[src/rtl/peripheral_bus_pkg.sv]
// peripheral_bus_pkg
//   Shared definitions for the peripheral bus arbiter and its watchdog:
//   arbiter state encoding, fixed data/byte-lane widths and default
//   parameter values for address width and watchdog timeout.
package peripheral_bus_pkg;

  localparam int PERIPHERAL_DATA_WIDTH  = 32;
  localparam int PERIPHERAL_SEL_WIDTH   = 4;
  localparam int DEFAULT_ADDR_WIDTH     = 24;
  localparam int DEFAULT_TIMEOUT_CYCLES = 255;

  typedef enum logic {
    ST_IDLE   = 1'b0,
    ST_ACTIVE = 1'b1
  } arb_state_t;

endpackage

[src/rtl/peripheral_bus_watchdog.sv]
// peripheral_bus_watchdog
//   Busy-cycle counter used to abort hung peripheral transactions.
//   Only instantiated when PERIPHERAL_ARB_TIMEOUT_EN is defined.
// Ports:
//   i_clk       clock
//   i_rst       synchronous active-high reset
//   i_clear     hold the count at zero (arbiter not in a transaction)
//   i_count_en  count one busy cycle
//   o_expired   count has reached TIMEOUT_CYCLES
module peripheral_bus_watchdog
  import peripheral_bus_pkg::*;
#(
  parameter int TIMEOUT_CYCLES = DEFAULT_TIMEOUT_CYCLES
) (
  input  logic i_clk,
  input  logic i_rst,
  input  logic i_clear,
  input  logic i_count_en,
  output logic o_expired
);

  localparam int              CW    = $clog2(TIMEOUT_CYCLES + 1);
  localparam logic [CW-1:0]   LIMIT = CW'(TIMEOUT_CYCLES);

  logic [CW-1:0] r_count;

  // Saturates at LIMIT so the counter can never wrap while busy persists.
  always_ff @(posedge i_clk) begin
    if (i_rst || i_clear) begin
      r_count <= '0;
    end else if (i_count_en && (r_count != LIMIT)) begin
      r_count <= r_count + 1'b1;
    end
  end

  assign o_expired = (r_count == LIMIT);

endmodule

[src/rtl/peripheral_bus_arbiter.sv]
// peripheral_bus_arbiter
//   Round-robin arbiter and transaction sequencer for the shared 24-bit
//   peripheral bus. Requester 0 is the Wishbone bridge, requester 1 a second
//   master (e.g. DMA). The grant is held until the peripheral drops busy,
//   the owner withdraws its request, or (optionally) the watchdog expires.
// Configuration:
//   PERIPHERAL_ARB_TIMEOUT_EN  when defined, a watchdog aborts a transaction
//                              after TIMEOUT_CYCLES busy cycles and pulses
//                              m*_error with m*_done. Otherwise ACTIVE waits
//                              indefinitely and m*_error are tied to 0.
// Ports:
//   wb_clk_i, wb_rst_i            clock, synchronous active-high reset
//   m{0,1}_req/we/address/
//     byteSelect/dataWrite        requester transaction inputs
//   m{0,1}_grant/done/error/
//     dataRead                    requester responses
//   peripheralBus_*               shared peripheral bus
module peripheral_bus_arbiter
  import peripheral_bus_pkg::*;
#(
  parameter int ADDR_WIDTH     = DEFAULT_ADDR_WIDTH,
  parameter int TIMEOUT_CYCLES = DEFAULT_TIMEOUT_CYCLES
) (
  input  logic                             wb_clk_i,
  input  logic                             wb_rst_i,
  input  logic                             m0_req,
  input  logic                             m0_we,
  input  logic [ADDR_WIDTH-1:0]            m0_address,
  input  logic [PERIPHERAL_SEL_WIDTH-1:0]  m0_byteSelect,
  input  logic [PERIPHERAL_DATA_WIDTH-1:0] m0_dataWrite,
  output logic                             m0_grant,
  output logic                             m0_done,
  output logic                             m0_error,
  output logic [PERIPHERAL_DATA_WIDTH-1:0] m0_dataRead,
  input  logic                             m1_req,
  input  logic                             m1_we,
  input  logic [ADDR_WIDTH-1:0]            m1_address,
  input  logic [PERIPHERAL_SEL_WIDTH-1:0]  m1_byteSelect,
  input  logic [PERIPHERAL_DATA_WIDTH-1:0] m1_dataWrite,
  output logic                             m1_grant,
  output logic                             m1_done,
  output logic                             m1_error,
  output logic [PERIPHERAL_DATA_WIDTH-1:0] m1_dataRead,
  output logic                             peripheralBus_we,
  output logic                             peripheralBus_oe,
  input  logic                             peripheralBus_busy,
  output logic [ADDR_WIDTH-1:0]            peripheralBus_address,
  output logic [PERIPHERAL_SEL_WIDTH-1:0]  peripheralBus_byteSelect,
  output logic [PERIPHERAL_DATA_WIDTH-1:0] peripheralBus_dataWrite,
  input  logic [PERIPHERAL_DATA_WIDTH-1:0] peripheralBus_dataRead
);

  arb_state_t r_state;
  logic       r_owner;
  logic       r_lastOwner;

  logic                             w_active;
  logic                             w_ownReq;
  logic                             w_ownWe;
  logic [ADDR_WIDTH-1:0]            w_ownAddr;
  logic [PERIPHERAL_SEL_WIDTH-1:0]  w_ownSel;
  logic [PERIPHERAL_DATA_WIDTH-1:0] w_ownData;
  logic                             w_timeout;
  logic                             w_complete;
  logic                             w_xferOn;
  logic                             w_done;
  logic                             w_end;
  logic [PERIPHERAL_DATA_WIDTH-1:0] w_readData;

  assign w_active  = (r_state == ST_ACTIVE);
  assign w_ownReq  = r_owner ? m1_req        : m0_req;
  assign w_ownWe   = r_owner ? m1_we         : m0_we;
  assign w_ownAddr = r_owner ? m1_address    : m0_address;
  assign w_ownSel  = r_owner ? m1_byteSelect : m0_byteSelect;
  assign w_ownData = r_owner ? m1_dataWrite  : m0_dataWrite;

`ifdef PERIPHERAL_ARB_TIMEOUT_EN
  logic w_expired;

  // Counter is held clear in IDLE, so it starts from zero on every entry
  // to ACTIVE (IDLE always separates transactions).
  peripheral_bus_watchdog #(
    .TIMEOUT_CYCLES(TIMEOUT_CYCLES)
  ) u_watchdog (
    .i_clk      (wb_clk_i),
    .i_rst      (wb_rst_i),
    .i_clear    (!w_active),
    .i_count_en (w_active && peripheralBus_busy),
    .o_expired  (w_expired)
  );

  assign w_timeout = w_active && w_ownReq && peripheralBus_busy && w_expired;
`else
  logic w_unused_timeout;
  assign w_unused_timeout = (TIMEOUT_CYCLES == 0);
  assign w_timeout        = 1'b0;
`endif

  // Normal completion: owner still requesting and the peripheral is ready.
  assign w_complete = w_active && w_ownReq && !peripheralBus_busy;
  // Strobes only while the owner holds its request and no abort is in force.
  assign w_xferOn   = w_active && w_ownReq && !w_timeout;
  assign w_done     = w_complete || w_timeout;
  // Any of: completion, request withdrawn, watchdog abort.
  assign w_end      = w_active && (!w_ownReq || !peripheralBus_busy || w_timeout);
  assign w_readData = (w_complete && !w_ownWe) ? peripheralBus_dataRead : '0;

  always_ff @(posedge wb_clk_i) begin
    if (wb_rst_i) begin
      r_state     <= ST_IDLE;
      r_owner     <= 1'b0;
      r_lastOwner <= 1'b1;
    end else begin
      case (r_state)
        ST_IDLE: begin
          if (m0_req || m1_req) begin
            r_state <= ST_ACTIVE;
            if (m0_req && m1_req) begin
              r_owner <= ~r_lastOwner;
            end else begin
              r_owner <= m1_req;
            end
          end
        end
        ST_ACTIVE: begin
          if (w_end) begin
            r_state     <= ST_IDLE;
            r_lastOwner <= r_owner;
          end
        end
        default: r_state <= ST_IDLE;
      endcase
    end
  end

  always_comb begin
    m0_grant                 = w_active && !r_owner;
    m1_grant                 = w_active &&  r_owner;
    m0_done                  = w_done && !r_owner;
    m1_done                  = w_done &&  r_owner;
    m0_error                 = w_timeout && !r_owner;
    m1_error                 = w_timeout &&  r_owner;
    m0_dataRead              = r_owner ? '0 : w_readData;
    m1_dataRead              = r_owner ? w_readData : '0;
    peripheralBus_we         = w_xferOn &&  w_ownWe;
    peripheralBus_oe         = w_xferOn && !w_ownWe;
    peripheralBus_address    = w_active ? w_ownAddr : '0;
    peripheralBus_byteSelect = w_active ? w_ownSel  : '0;
    peripheralBus_dataWrite  = w_active ? w_ownData : '0;
  end

endmodule

[config.mk]
export PLATFORM = sky130hd
export DESIGN_NAME = peripheral_bus_arbiter
export DESIGN_NICKNAME = d
export VERILOG_FILES = /design/src/rtl/peripheral_bus_pkg.sv /design/src/rtl/peripheral_bus_watchdog.sv /design/src/rtl/peripheral_bus_arbiter.sv
export SDC_FILE = /design/constraint.sdc
export NUM_CORES = 1
export LEC_CHECK = 0
export ABC_AREA = 1
export CAP_MARGIN = 15
export CORE_AREA = 4 4 112 114
export CTS_BUF_LIST = sky130_fd_sc_hd__clkbuf_4 sky130_fd_sc_hd__clkbuf_8
export CTS_CLUSTER_SIZE = 24
export DETAILED_ROUTE_END_ITERATION = 10
export DIE_AREA = 0 0 116 118
export PLACE_DENSITY_LB_ADDON = 0.25
export REMOVE_ABC_BUFFERS = 1
export SLEW_MARGIN = 20
export SYNTH_ARGS = -nofsm -noshare
export SYNTH_HDL_FRONTEND = slang
export SYNTH_SLANG_ARGS = --single-unit
[constraint.sdc]
create_clock -name wb_clk_i -period 1.5 [get_ports wb_clk_i]
set_input_delay 0.3 -clock wb_clk_i [delete_from_list [all_inputs] [get_ports wb_clk_i]]
set_output_delay 0.3 -clock wb_clk_i [all_outputs]
set_load 0.01 [all_outputs]
**Yosys cells after proc, flatten, opt, wreduce, memory -nomap -nowiden**

Index checks and enable logic that the tools add are counted.
W data, S select, Z words.

- Div/mod/pow operators: 0
- Equality and inequality tests: 0
- Reduce and logical (&&, ||, !) cells: 19
- $mul: 0
- Order comparisons: 0
- Shift-type cells: 0
- $add $sub $neg: 0
- Bitwise logic cells: 2
- Multiplexer cells: 15

Operators with widths:

| operator | count |
|---|---|
| $mux W32 | 5 |
| $mux W24 | 2 |
| $logic_and A1 B1 Y1 | 11 |
| $mux W4 | 2 |
| $mux W1 | 5 |
| $logic_not A1 Y1 | 4 |
| $reduce_and A2 Y1 | 2 |
| $logic_or A1 B1 Y1 | 2 |
| $not A1 Y1 | 2 |
| $pmux W1 S2 | 1 |

- Memory bits (writable): 0
- Latch bits: 0
- Input port bits: 159
- Flip-flop bits (word level): 3
- Memories kept: 0
- Bits in read-only memories: 0
- Word-level logic and storage cells: 39

**Depth between registers and ports, before layout**

Gate-level depths: netlist (run 1).

- Depth after elaboration: 6
- Depth in mapped cells: 7
- Gate-level depth less buffers: 6

**Worst setup path after synthesis (run 1)**

No wires, ideal clock.

- Path type: reg-to-output
- From: reg r_owner
- To: out m0_dataRead[22]
- Data arrival time: 1.164 ns
- Stages on the path, launching flop included: 8
- Setup slack: 0.036 ns
- Buffers on the path: 1
- Cells stage by stage: dfxtp_1 -> inv_2 -> nand2_1 -> nand2_1 -> nor2_4 -> buf_4 -> nand4_1 -> nor2_1

- Word-level cells in the longest chain between the ends: 6
- Elaborated cells between the ends (all ways): 8
- Classes of those cells: 4 x mux; 4 x reduce/logical

RTL lines:

| element | line | text |
|---|---|---|
| start: declaration | peripheral_bus_arbiter.sv:54 | `logic r_owner;` |
| start signal: assignment | peripheral_bus_arbiter.sv:119 | `r_owner <= ~r_lastOwner;` |
| start signal: assignment | peripheral_bus_arbiter.sv:121 | `r_owner <= m1_req;` |
| $mux W1 | peripheral_bus_arbiter.sv:71 | `assign w_ownReq = r_owner ? m1_req : m0_req;` |
| $logic_and A1 B1 Y1 (2 in series) | peripheral_bus_arbiter.sv:100 | `assign w_complete = w_active && w_ownReq && !peripheralBus_busy;` |
| $logic_and A1 B1 Y1 | peripheral_bus_arbiter.sv:106 | `assign w_readData = (w_complete && !w_ownWe) ? peripheralBus_dataRead : '0;` |
| $mux W32 | peripheral_bus_arbiter.sv:106 |  |
| $mux W32 * | peripheral_bus_arbiter.sv:143 | `m0_dataRead = r_owner ? '0 : w_readData;` |
| end: declaration | peripheral_bus_arbiter.sv:34 | `output logic [PERIPHERAL_DATA_WIDTH-1:0] m0_dataRead,` |

Every way passes the cells marked *; elsewhere a longest branch is shown, timed or not.

**Final worst setup path (run 1)**

- From: reg r_owner
- To: out peripheralBus_dataWrite[4]

- Word-level cells in the longest chain between the ends: 2

RTL lines:

| element | line | text |
|---|---|---|
| $mux W32 | peripheral_bus_arbiter.sv:75 | `assign w_ownData = r_owner ? m1_dataWrite : m0_dataWrite;` |
| $mux W32 | peripheral_bus_arbiter.sv:149 | `peripheralBus_dataWrite = w_active ? w_ownData : '0;` |
| end: declaration | peripheral_bus_arbiter.sv:49 | `output logic [PERIPHERAL_DATA_WIDTH-1:0] peripheralBus_dataWrite,` |

No other way between the ends.

==> impl_summary.txt, run 1 <==
----------------------------------------------------
[Critical path]
  Critical path's most frequent cell ... sky130_fd_sc_hd__buf_6
  Path depth of the worst reg2reg path ... 8
  Largest fanout on the critical path ... 3
  Critical path, cell by cell ... buf_4 > nor2_4 > buf_6 > buf_8 > buf_6 > buf_6 > buf_6 > a22o_1 > buf_6
  Kind of start point of the critical path ... flop
  Required time worst endpoint ... 1200 ps
  Worst path slowest cell ... sky130_fd_sc_hd__dfxtp_4
  CP Capture Type ... output pin
  Arrival time of the worst setup path ... 1630 ps
  Gate family responsible for the most delay along the worst path ... buffers and inverters
  Endpoint of the most critical register-to-register path ... r_lastOwner
  Buf/Inv on CP ... 7
  Longest individual stage delay on the worst path ... approximately 340 ps
  WP depth ... 9
  Reg-to-Reg Start ... r_owner
  R2r setup slk ... 200 ps
  Kind of critical path ... flop to output pin

[Global routing]
  Number of antenna violations at the first check in global routing ... 1
  Global-route usage over all layers ... a little under a fifth
  Via count of the first global-routing pass ... between 3000 and 4000
  Global route total overflow ... 0
  Maximum number of pins on one net before global-route repair ... 35
  Global-route wire length before repair ... slightly below 20000 um

[Routing]
  Number of detailed-route iterations in the first pass ... 4
  Met3 WL ... ~1400 um
  Number of vias after detailed routing ... ~3200
  Highest layer used for signal routing ... met5
  First DRT Iteration DRCs ... 125
  DRC violations left ... 0
  Vias per inst ... 4.54
  Metal2 WL ... 7090 um
  Routed metal-1 wirelength ... between 5000 and 6000 um
  Count of antenna-violating nets left after detailed routing ... 0
  Detailed-route wire length per cell ... between 15 and 20 um
  Final Routed Wirelength ... 13800 um

[STA]
  Setup violations, final ... between 100 and 150
  Least setup slack across all paths after layout ... -429 ps
  RSZ-0062 raised after global routing ... yes
  Number of slew-limit violations in the final report ... 0
  Skew final ... about 4.8 ps
  Maximum frequency from static timing analysis ... slightly above 500 MHz
  Number of hold violations in the final report ... 0
  Post-layout min period ... between 1500 and 2000 ps
  Period utilisation layout ... 129%

[Synth]
  Per-instance average area after synthesis ... a little under 6 um^2
  Cell variety after synth ... 20
  Sequential share of the synthesized area ... approximately 4.5%
  Yosys warning total ... 0
  #FFs+latches synth ... 3
  Cell area after synthesis ... roughly 1300 um^2
  Number of instances in the synthesized netlist ... about 230

[Cells and area]
  Final standard cell area without fillers ... between 4000 and 5000 um^2
  Fill cell total of the finished layout ... about 1200
  Commonest cells after routing, fill and taps aside ... sky130_fd_sc_hd__clkdlybuf4s50_1 (154), sky130_fd_sc_hd__buf_2 (101), sky130_fd_sc_hd__nor2_1 (64), sky130_fd_sc_hd__a22o_1 (58), sky130_fd_sc_hd__buf_6 (54)
  Total area of multi-input combinational cells ... approximately 1200 um^2
  Most common cell after layout, fill and taps aside ... sky130_fd_sc_hd__clkdlybuf4s50_1
  Sequential Area ... 67.6 um^2
  Fraction of final layout cells sized beyond drive strength 1 ... 39.2%
  Number of antenna diodes ... 0
  Area overhead of the layout relative to synthesis ... 264%
  Util after Layout ... 42.6%
  Total Nets Final ... ~710

[Clock tree]
  CTS Root Buffer Type ... sky130_fd_sc_hd__clkbuf_8
  H-tree lvl count ... 1
  Clock latency on the worst-skew pair ... approximately 220 ps
  Inserted Clock Buffers ... 3
  Clock transition at path regs ... 30 ps
  Number of buffers inserted for hold repair after clock tree synthesis ... 0
  TritonCTS clock tree ... yes
  Number of sinks driven by the clock tree ... 3
  Clk buf depth ... 2

[Hold path]
  Worst hold path endpoint ... r_lastOwner
  Class of the tightest hold or removal check ... flop to flop
  Source of the worst hold timing path ... r_lastOwner
  Cells on Worst Hold Path ... 2

[Die]
  Floorplan die area ... 13700 um^2
  Overall die width ... around 120 um
  Core footprint ... roughly 11000 um^2
  Number of placement rows ... 39
  Effective utilization at floorplan ... about an eighth
  IO Pins ... a little under 300
  Vertical extent of the die ... about 120 um

[Place]
  Final GP Congestion ... between 0.8 and 0.9
  Port buffer count ... 288
  Total cell area at the placement stage ... about 4500 um^2
  HPWL after detailed placement ... ~9700 um

[Power]
  Total power divided by cell area ... 389 nW/um^2
  Peak VDD IR ... 285 uV
  Lkg Pwr ... between 2 and 2.5 nW

[Outcome]
  Failing checks ... negative setup slack
  Outcome ... finished with violations

[Run]
  Number of max-cap violations ... 0

----------------------------------------------------
what timing repair did:
item,CTS,global route
gates cloned,11,4
buffers inserted,28,8
pin swaps,19,61
endpoints found under the setup margin,130,130
gates resized for setup,600,42
cells by family after synthesis:
family	Yosys count	share of synthesized area (%)
DFF	3	4.49
AOI/OAI and AO/OA	66	41.5
buffers and inverters	39	13.8
other	1	0.280
and+or+nand+nor	116	39.8
report_power, final:
group	switching [mW]	leakage (nW)	internal, mW	total (mW)
Clock	0.0605	0.0262	0.200	0.260
Combinational	0.586	2.34	0.951	1.54
Sequential	0.00728	0.0261	0.0868	0.0941
Total	0.654	2.39	1.24	1.89
flip-flops by register name, indices dropped and copies added, names as in the netlist:
register and cells:
r_lastOwner 1, r_owner 1, r_state 1
stage by stage:
stage	hold slack [ps]	power [mW]	TNS, ps	std cells	worst slack [ps]
after floorplan	369	0.438	-147810	196	-1160
after global placement	449	1.33	-80740	648	-912
after detailed placement	460	1.33	-83260	648	-934
after CTS	466	1.82	-43550	691	-481
after global routing	497	1.99	-50350	697	-493
final	460	1.89	-39760	697	-429
routing by layer:
layer | global-route usage (%) | up-vias
li1 | - | 1497
met1 | 20.9 | 1490
met2 | 33.9 | 166
met3 | 5.04 | 6
met4 | 1.60 | 2
met5 | 0 | -
cell type report:
class                           instances  share of cell area (%)
Inverter                                9                   0.900
Timing Repair Buffer                  354                    69.3
Sequential cell                         3                    1.39
Clock buffer                            4                    1.00
Tap cell                              143                    3.68
Multi-Input combinational cell        184                    23.8
Yosys cell counts, drive strengths merged:
cell type,number,area (um^2)
dfxtp,3,60.1
o21ai,3,15.0
a22o,60,526
inv,9,33.8
buf,23,125
nand4,32,200
nor2,67,262
and2,1,6.26
nand2,12,45.0
clkbuf,7,26.3
nor3,1,5.00
conb,1,3.75
a21oi,3,15.0
nand3,3,15.0
worst max path at each step:
stage	start	to	slack, ps
floorplan	r_owner	m0_dataRead[0]	-1160
global placement	m0_req	m1_dataRead[4]	-910
detailed placement	m0_req	m0_dataRead[14]	-930
CTS	r_owner	m0_dataRead[14]	-480
global route	r_owner	m1_dataRead[18]	-490
finish	r_owner	peripheralBus_dataWrite[4]	-430
worst min-delay path: stages, from the launching register on:
cell and delay (ps):
sky130_fd_sc_hd__dfxtp_1 300, sky130_fd_sc_hd__nand2_1 60, sky130_fd_sc_hd__nand2_1 40
Power figures use the tool's default switching activity.
==> inputs of run 2 (changes only) <==
SETUP_SLACK_MARGIN = 0.05   (was unset)
==> impl_summary.txt, run 2 (synthesis results as in run 1) <==
----------------------------------------------------
[STA]
  Skew final ... 4.79 ps (unchanged)
  Number of slew-limit violations in the final report ... 0 (unchanged)
  Period utilisation layout ... 129% (about the same)
  Maximum frequency from static timing analysis ... 518 MHz (about the same)
  Setup TNS ... -40140 ps (-380 ps)
  Number of hold violations in the final report ... 0 (unchanged)
  RSZ-0062 raised after global routing ... yes
  Post-layout min period ... 1930 ps (+0.207 ps)
  Least setup slack across all paths after layout ... -430 ps (-0.207 ps)
  Setup violations, final ... 129 (unchanged)

[Run]
  Number of max-cap violations ... 0 (unchanged)

[Place]
  Place WS ... -934 ps (unchanged)
  Final GP Congestion ... 0.815 (unchanged)
  Total cell area at the placement stage ... 4480 um^2 (unchanged)
  HPWL after detailed placement ... 9660 um (unchanged)
  Port buffer count ... 288 (unchanged)
  Number of placed instances with taps included ... 648 (unchanged)

[Die]
  IO Pins ... 291 (unchanged)
  Core footprint ... 11400 um^2 (unchanged)
  Number of placement rows ... 39 (unchanged)
  Overall die width ... 116 um (unchanged)
  Effective utilization at floorplan ... 11.7% (unchanged)
  Floorplan die area ... 13700 um^2 (unchanged)
  Vertical extent of the die ... 118 um (unchanged)

[Global routing]
  Maximum number of pins on one net before global-route repair ... 35 (unchanged)
  Via count of the first global-routing pass ... 3254 (unchanged)
  Global-route usage over all layers ... 18.1% (unchanged)
  Global-route wire length before repair ... 19500 um (unchanged)
  Number of antenna violations at the first check in global routing ... 1 (unchanged)
  Global route total overflow ... 0 (unchanged)

[Routing]
  Number of vias after detailed routing ... 3212 (+1.6%)
  Number of detailed-route iterations in the first pass ... 5 (+1)
  Count of antenna-violating nets left after detailed routing ... 0 (unchanged)
  Detailed-route wire length per cell ... 19.8 um (+0.28%)
  First DRT Iteration DRCs ... 130 (+4.0%)
  Final Routed Wirelength ... 13900 um (+0.57%)
  DRC violations left ... 0 (unchanged)
  Vias per inst ... 4.60 (+1.3%)

[Clock tree]
  Clock transition at path regs ... 30 ps (about the same)
  CTS Root Buffer Type ... sky130_fd_sc_hd__clkbuf_8
  Inserted Clock Buffers ... 3 (unchanged)
  H-tree lvl count ... 1 (unchanged)
  TritonCTS clock tree ... yes
  Number of sinks driven by the clock tree ... 3 (unchanged)
  Clock latency on the worst-skew pair ... 220 ps (about the same)
  Clk buf depth ... 2 (unchanged)

[Cells and area]
  Total Nets Final ... 716 (+0.28%)
  Sequential Area ... 67.6 um^2 (unchanged)
  Fraction of final layout cells sized beyond drive strength 1 ... 39.4% (+0.22 points)
  Fill cell total of the finished layout ... 1193 (-0.75%)
  Area overhead of the layout relative to synthesis ... 267%
  Total area of multi-input combinational cells ... 1160 um^2 (unchanged)
  Commonest cells after routing, fill and taps aside ... sky130_fd_sc_hd__clkdlybuf4s50_1 (154), sky130_fd_sc_hd__buf_2 (102), sky130_fd_sc_hd__nor2_1 (64), sky130_fd_sc_hd__a22o_1 (58), sky130_fd_sc_hd__buf_6 (54)
  Final standard cell area without fillers ... 4910 um^2 (+0.82%)
  Most common cell after layout, fill and taps aside ... sky130_fd_sc_hd__clkdlybuf4s50_1
  Non-Filler Instances ... 699 (+0.29%)
  Largest registers ... r_lastOwner (1), r_owner (1), r_state (1)
  Number of antenna diodes ... 0 (unchanged)

[Critical path]
  Largest fanout on the critical path ... 3 (unchanged)
  Path depth of the worst reg2reg path ... 8 (unchanged)
  Reg-to-Reg Start ... r_owner
  Required time worst endpoint ... 1200 ps (about the same)
  CP Capture Type ... output pin
  Kind of critical path ... flop to output pin
  Worst setup startpoint ... r_owner
  Arrival time of the worst setup path ... 1630 ps (about the same)
  Kind of start point of the critical path ... flop

[Hold path]
  Class of the tightest hold or removal check ... flop to flop
  Source of the worst hold timing path ... r_lastOwner
  Cells on Worst Hold Path ... 2 (unchanged)

[Power]
  Power consumption ... 1.91 mW (+1.1%)
  Total power divided by cell area ... 390 nW/um^2 (+0.31%)
  Lkg Pwr ... 2.41 nW (+0.82%)
  Peak VDD IR ... 285 uV (about the same)

[Outcome]
  Outcome ... finished with violations
  Failing checks ... negative setup slack

----------------------------------------------------
## run 2: changes by cell type in the layout (fill, tap and decap cells not counted)
cell / delta
sky130_fd_sc_hd__clkbuf_16: +1
sky130_fd_sc_hd__clkbuf_2: -1
sky130_fd_sc_hd__buf_2: +1
sky130_fd_sc_hd__buf_8: +1
## run 2: per-stage QoR
| step | util, % | hold slack (ps) |
|---|---|---|
| 3_5_place_dp | 39.2 | 460 |
| 5_1_grt | 43.0 | 497 |
| 4_1_cts | 41.0 | 466 |
| 2_1_floorplan | - | 369 |
| 3_3_place_gp | 39.2 | 449 |
| 6_report | 43.0 | 460 |
## run 2: final timing paths
kind / end / slack, ps
setup / recovery: peripheralBus_dataWrite[4] / -430
hold / removal: r_lastOwner / 460
setup reg to reg: r_lastOwner / 210
hold reg to reg: r_lastOwner / 460
## run 2: power breakdown
group	internal, mW	leakage (nW)	switching, mW
Combinational	0.968	2.36	0.591
Clock	0.200	0.0262	0.0605
Sequential	0.0868	0.0261	0.00728
## run 2: cell type report
| type | instances | area share [%] |
|---|---|---|
| clock buffers | 4 | 0.994 |
| inverters | 9 | 0.892 |
| multi-input cells | 184 | 23.6 |
| flip-flops and latches | 3 | 1.38 |
| well taps | 143 | 3.65 |
| repair buffers | 356 | 69.5 |
## run 2: worst max-delay path: stages (launching register included)
cell	delay, ps
sky130_fd_sc_hd__dfxtp_4	340
sky130_fd_sc_hd__buf_4	130
sky130_fd_sc_hd__nor2_4	50
sky130_fd_sc_hd__buf_6	120
sky130_fd_sc_hd__buf_8	110
sky130_fd_sc_hd__buf_6	110
sky130_fd_sc_hd__buf_6	100
sky130_fd_sc_hd__buf_6	100
sky130_fd_sc_hd__a22o_1	210
sky130_fd_sc_hd__buf_6	130
## run 2: timing repair
item / CTS / global route
hold buffers: 0 / 0
endpoints found under the hold margin: 0 / 0
gates resized for setup: 602 / 39
pin swaps: 19 / 66
endpoints found under the setup margin: 130 / 129
buffers inserted: 28 / 7
gates cloned: 11 / 5
## run 2: layer usage
metal | share of wire (%) | global-route usage (%)
met5 | 0.094 | 0
met4 | 0.76 | 1.60
met3 | 11 | 5.04
met2 | 51 | 33.9
met1 | 37 | 20.9
==> inputs of run 3 (changes only) <==
CORE_AREA = 2 2 113 115   (was 4 4 112 114)
DIE_AREA = 0 0 115 117   (was 0 0 116 118)
==> impl_summary.txt, run 3 (synthesis results as in run 1) <==
----------------------------------------------------
[Cells and area]
  Number of antenna diodes ... 0 (unchanged)
  Commonest cells after routing, fill and taps aside ... sky130_fd_sc_hd__clkdlybuf4s50_1 (154), sky130_fd_sc_hd__buf_2 (102), sky130_fd_sc_hd__nor2_1 (62), sky130_fd_sc_hd__a22o_1 (56), sky130_fd_sc_hd__buf_6 (53)
  Largest registers ... r_lastOwner (1), r_owner (1), r_state (1)
  Util after Layout ... 41.1% (-1.9 points)
  Total Nets Final ... 721 (+0.70%)
  Most common cell after layout, fill and taps aside ... sky130_fd_sc_hd__clkdlybuf4s50_1
  Fraction of final layout cells sized beyond drive strength 1 ... 40.5% (+1.1 points)
  Area overhead of the layout relative to synthesis ... 278%

[Critical path]
  R2r setup slk ... 180 ps (-30 ps)
  Largest fanout on the critical path ... 5 (+2)
  Kind of critical path ... flop to output pin
  Arrival time of the worst setup path ... 1600 ps (-30 ps)
  Required time worst endpoint ... 1200 ps (about the same)
  Reg-to-Reg Start ... r_owner
  Endpoint of the most critical register-to-register path ... r_lastOwner
  End of the critical path ... m0_dataRead[19]
  Kind of start point of the critical path ... flop
  Worst setup startpoint ... r_owner
  Path depth of the worst reg2reg path ... 6 (-2)
  CP Capture Type ... output pin

[Die]
  Vertical extent of the die ... 117 um (-0.85%)
  Floorplan die area ... 13500 um^2 (-1.7%)
  Effective utilization at floorplan ... 10.9% (-0.85 points)
  Number of placement rows ... 41 (+5.1%)
  Overall die width ... 115 um (-0.86%)
  Core footprint ... 12300 um^2 (+7.8%)
  IO Pins ... 291 (unchanged)

[Routing]
  Met3 WL ... 1270 um (-18%)
  Number of vias after detailed routing ... 3221 (+0.28%)
  Count of antenna-violating nets left after detailed routing ... 0 (unchanged)
  Detailed-route wire length per cell ... 19.8 um (-0.30%)
  DRC violations left ... 0 (unchanged)
  Final Routed Wirelength ... 14100 um (+1.4%)
  First DRT Iteration DRCs ... 143 (+10%)
  Highest layer used for signal routing ... met4
  Vias per inst ... 4.53 (-1.4%)
  Metal2 WL ... 7330 um (+3.8%)
  Number of detailed-route iterations in the first pass ... 4 (-1)
  Routed metal-1 wirelength ... 5170 um (+0.43%)

[Global routing]
  Via count of the first global-routing pass ... 3076 (-5.5%)
  Maximum number of pins on one net before global-route repair ... 35 (unchanged)
  Global-route wire length before repair ... 18500 um (-5.3%)
  Global route total overflow ... 0 (unchanged)
  Global-route usage over all layers ... 18.0% (-0.17 points)
  Number of antenna violations at the first check in global routing ... 0 (-1)

[STA]
  Setup TNS ... -37590 ps (+2550 ps)
  Maximum frequency from static timing analysis ... 527 MHz (+1.7%)
  Number of hold violations in the final report ... 0 (unchanged)
  RSZ-0062 raised after global routing ... yes
  Period utilisation layout ... 126% (-2.2 points)
  Post-layout min period ... 1900 ps (-32.4 ps)
  Setup violations, final ... 130 (+0.78%)
  Number of slew-limit violations in the final report ... 0 (unchanged)
  Final-layout worst hold slack ... 456 ps (-4.11 ps)
  Skew final ... 1.09 ps (-3.70 ps)
  Least setup slack across all paths after layout ... -397 ps (+32.4 ps)

[Place]
  Port buffer count ... 288 (unchanged)
  Final GP Congestion ... 0.798 (-2.1%)
  HPWL after detailed placement ... 9470 um (-2.0%)

[Clock tree]
  Number of sinks driven by the clock tree ... 3 (unchanged)
  Clock latency on the worst-skew pair ... 220 ps (about the same)
  TritonCTS clock tree ... yes
  Clock transition at path regs ... 30 ps (about the same)
  CTS Root Buffer Type ... sky130_fd_sc_hd__clkbuf_8
  Inserted Clock Buffers ... 3 (unchanged)
  Clk buf depth ... 2 (unchanged)
  H-tree lvl count ... 1 (unchanged)
  Number of buffers inserted for hold repair after clock tree synthesis ... 0 (unchanged)

[Run]
  Number of max-cap violations ... 0 (unchanged)

[Power]
  Fraction of power spent switching nets ... 34.3% (-0.089 points)
  Total power divided by cell area ... 386 nW/um^2 (-0.93%)
  Seq pwr share ... 4.8% (about the same)
  Switching pwr ... 671 uW (+1.9%)
  Lkg Pwr ... 2.48 nW (+3.1%)
  Cell Int Power ... 1.28 mW (+2.3%)
  Clock share of power ... 13.4% (-0.2 points)
  Combinational cell fraction of total power ... 81.8% (+0.3 points)
  Peak VDD IR ... 180 uV (-37%)

[Outcome]
  Failing checks ... negative setup slack
  Outcome ... finished with violations

[Hold path]
  Class of the tightest hold or removal check ... flop to flop

----------------------------------------------------
run 3: final cells by class:
| type | instances | area, um^2 |
|---|---|---|
| multi-input combinational | 184 | 1170 |
| timing repair buffer | 361 | 3540 |
| clock buffer | 4 | 48.8 |
| tap | 150 | 188 |
| inverter | 9 | 41.3 |
| sequential | 3 | 65.1 |
| fill | 1261 | 7250 |
run 3: stage by stage:
stage	cells	power (mW)	setup WS [ps]	area [um^2]
finish	711	1.95	-397	5060
floorplan	196	0.438	-1160	1190
CTS	708	1.93	-447	4990
detailed placement	659	1.37	-967	4580
global route	711	2.08	-480	5060
global placement	659	1.37	-962	4580
run 3: what timing repair did:
item / CTS / global route
endpoints found under the hold margin: 0 / 0
pin swaps: 79 / 62
cloned: 14 / 6
buffers inserted: 31 / 5
setup endpoints to repair: 130 / 130
gates resized for setup: 622 / 16
run 3: metal layers:
layer / global-route usage [%] / vias to the layer above
met5: 0 / -
met4: 4.26 / 0
met3: 4.38 / 15
met2: 34.7 / 183
met1: 19.7 / 1499
li1: - / 1524
run 3: worst min-delay path by stage:
stage | cells after the start | end | from | slack (ps)
2_1_floorplan | 1 | r_owner | wb_rst_i | 370
3_3_place_gp | 2 | r_lastOwner | r_lastOwner | 450
3_5_place_dp | 2 | r_lastOwner | r_lastOwner | 450
4_1_cts | 2 | r_lastOwner | r_lastOwner | 460
5_1_grt | 2 | r_lastOwner | r_lastOwner | 480
6_report | 2 | r_lastOwner | r_lastOwner | 460
run 3: critical path, stage by stage, from the launching register on:
cell	delay, ps
sky130_fd_sc_hd__dfxtp_4	360
sky130_fd_sc_hd__inv_2	40
sky130_fd_sc_hd__nand2_2	50
sky130_fd_sc_hd__nand2_2	60
sky130_fd_sc_hd__nor2_4	90
sky130_fd_sc_hd__buf_4	130
sky130_fd_sc_hd__buf_6	110
sky130_fd_sc_hd__buf_12	120
sky130_fd_sc_hd__nand4_1	120
sky130_fd_sc_hd__nor2_2	140
sky130_fd_sc_hd__buf_2	140
run 3: power groups by stage:
| stage | clock network [mW] | registers [mW] | logic, mW |
|---|---|---|---|
| 2_1_floorplan | 0 | 0.106 | 0.333 |
| 3_3_place_gp | 0 | 0.0937 | 1.28 |
| 3_5_place_dp | 0 | 0.0936 | 1.28 |
| 4_1_cts | 0.265 | 0.0938 | 1.58 |
| 5_1_grt | 0.292 | 0.0946 | 1.69 |
| 6_report | 0.262 | 0.0939 | 1.60 |
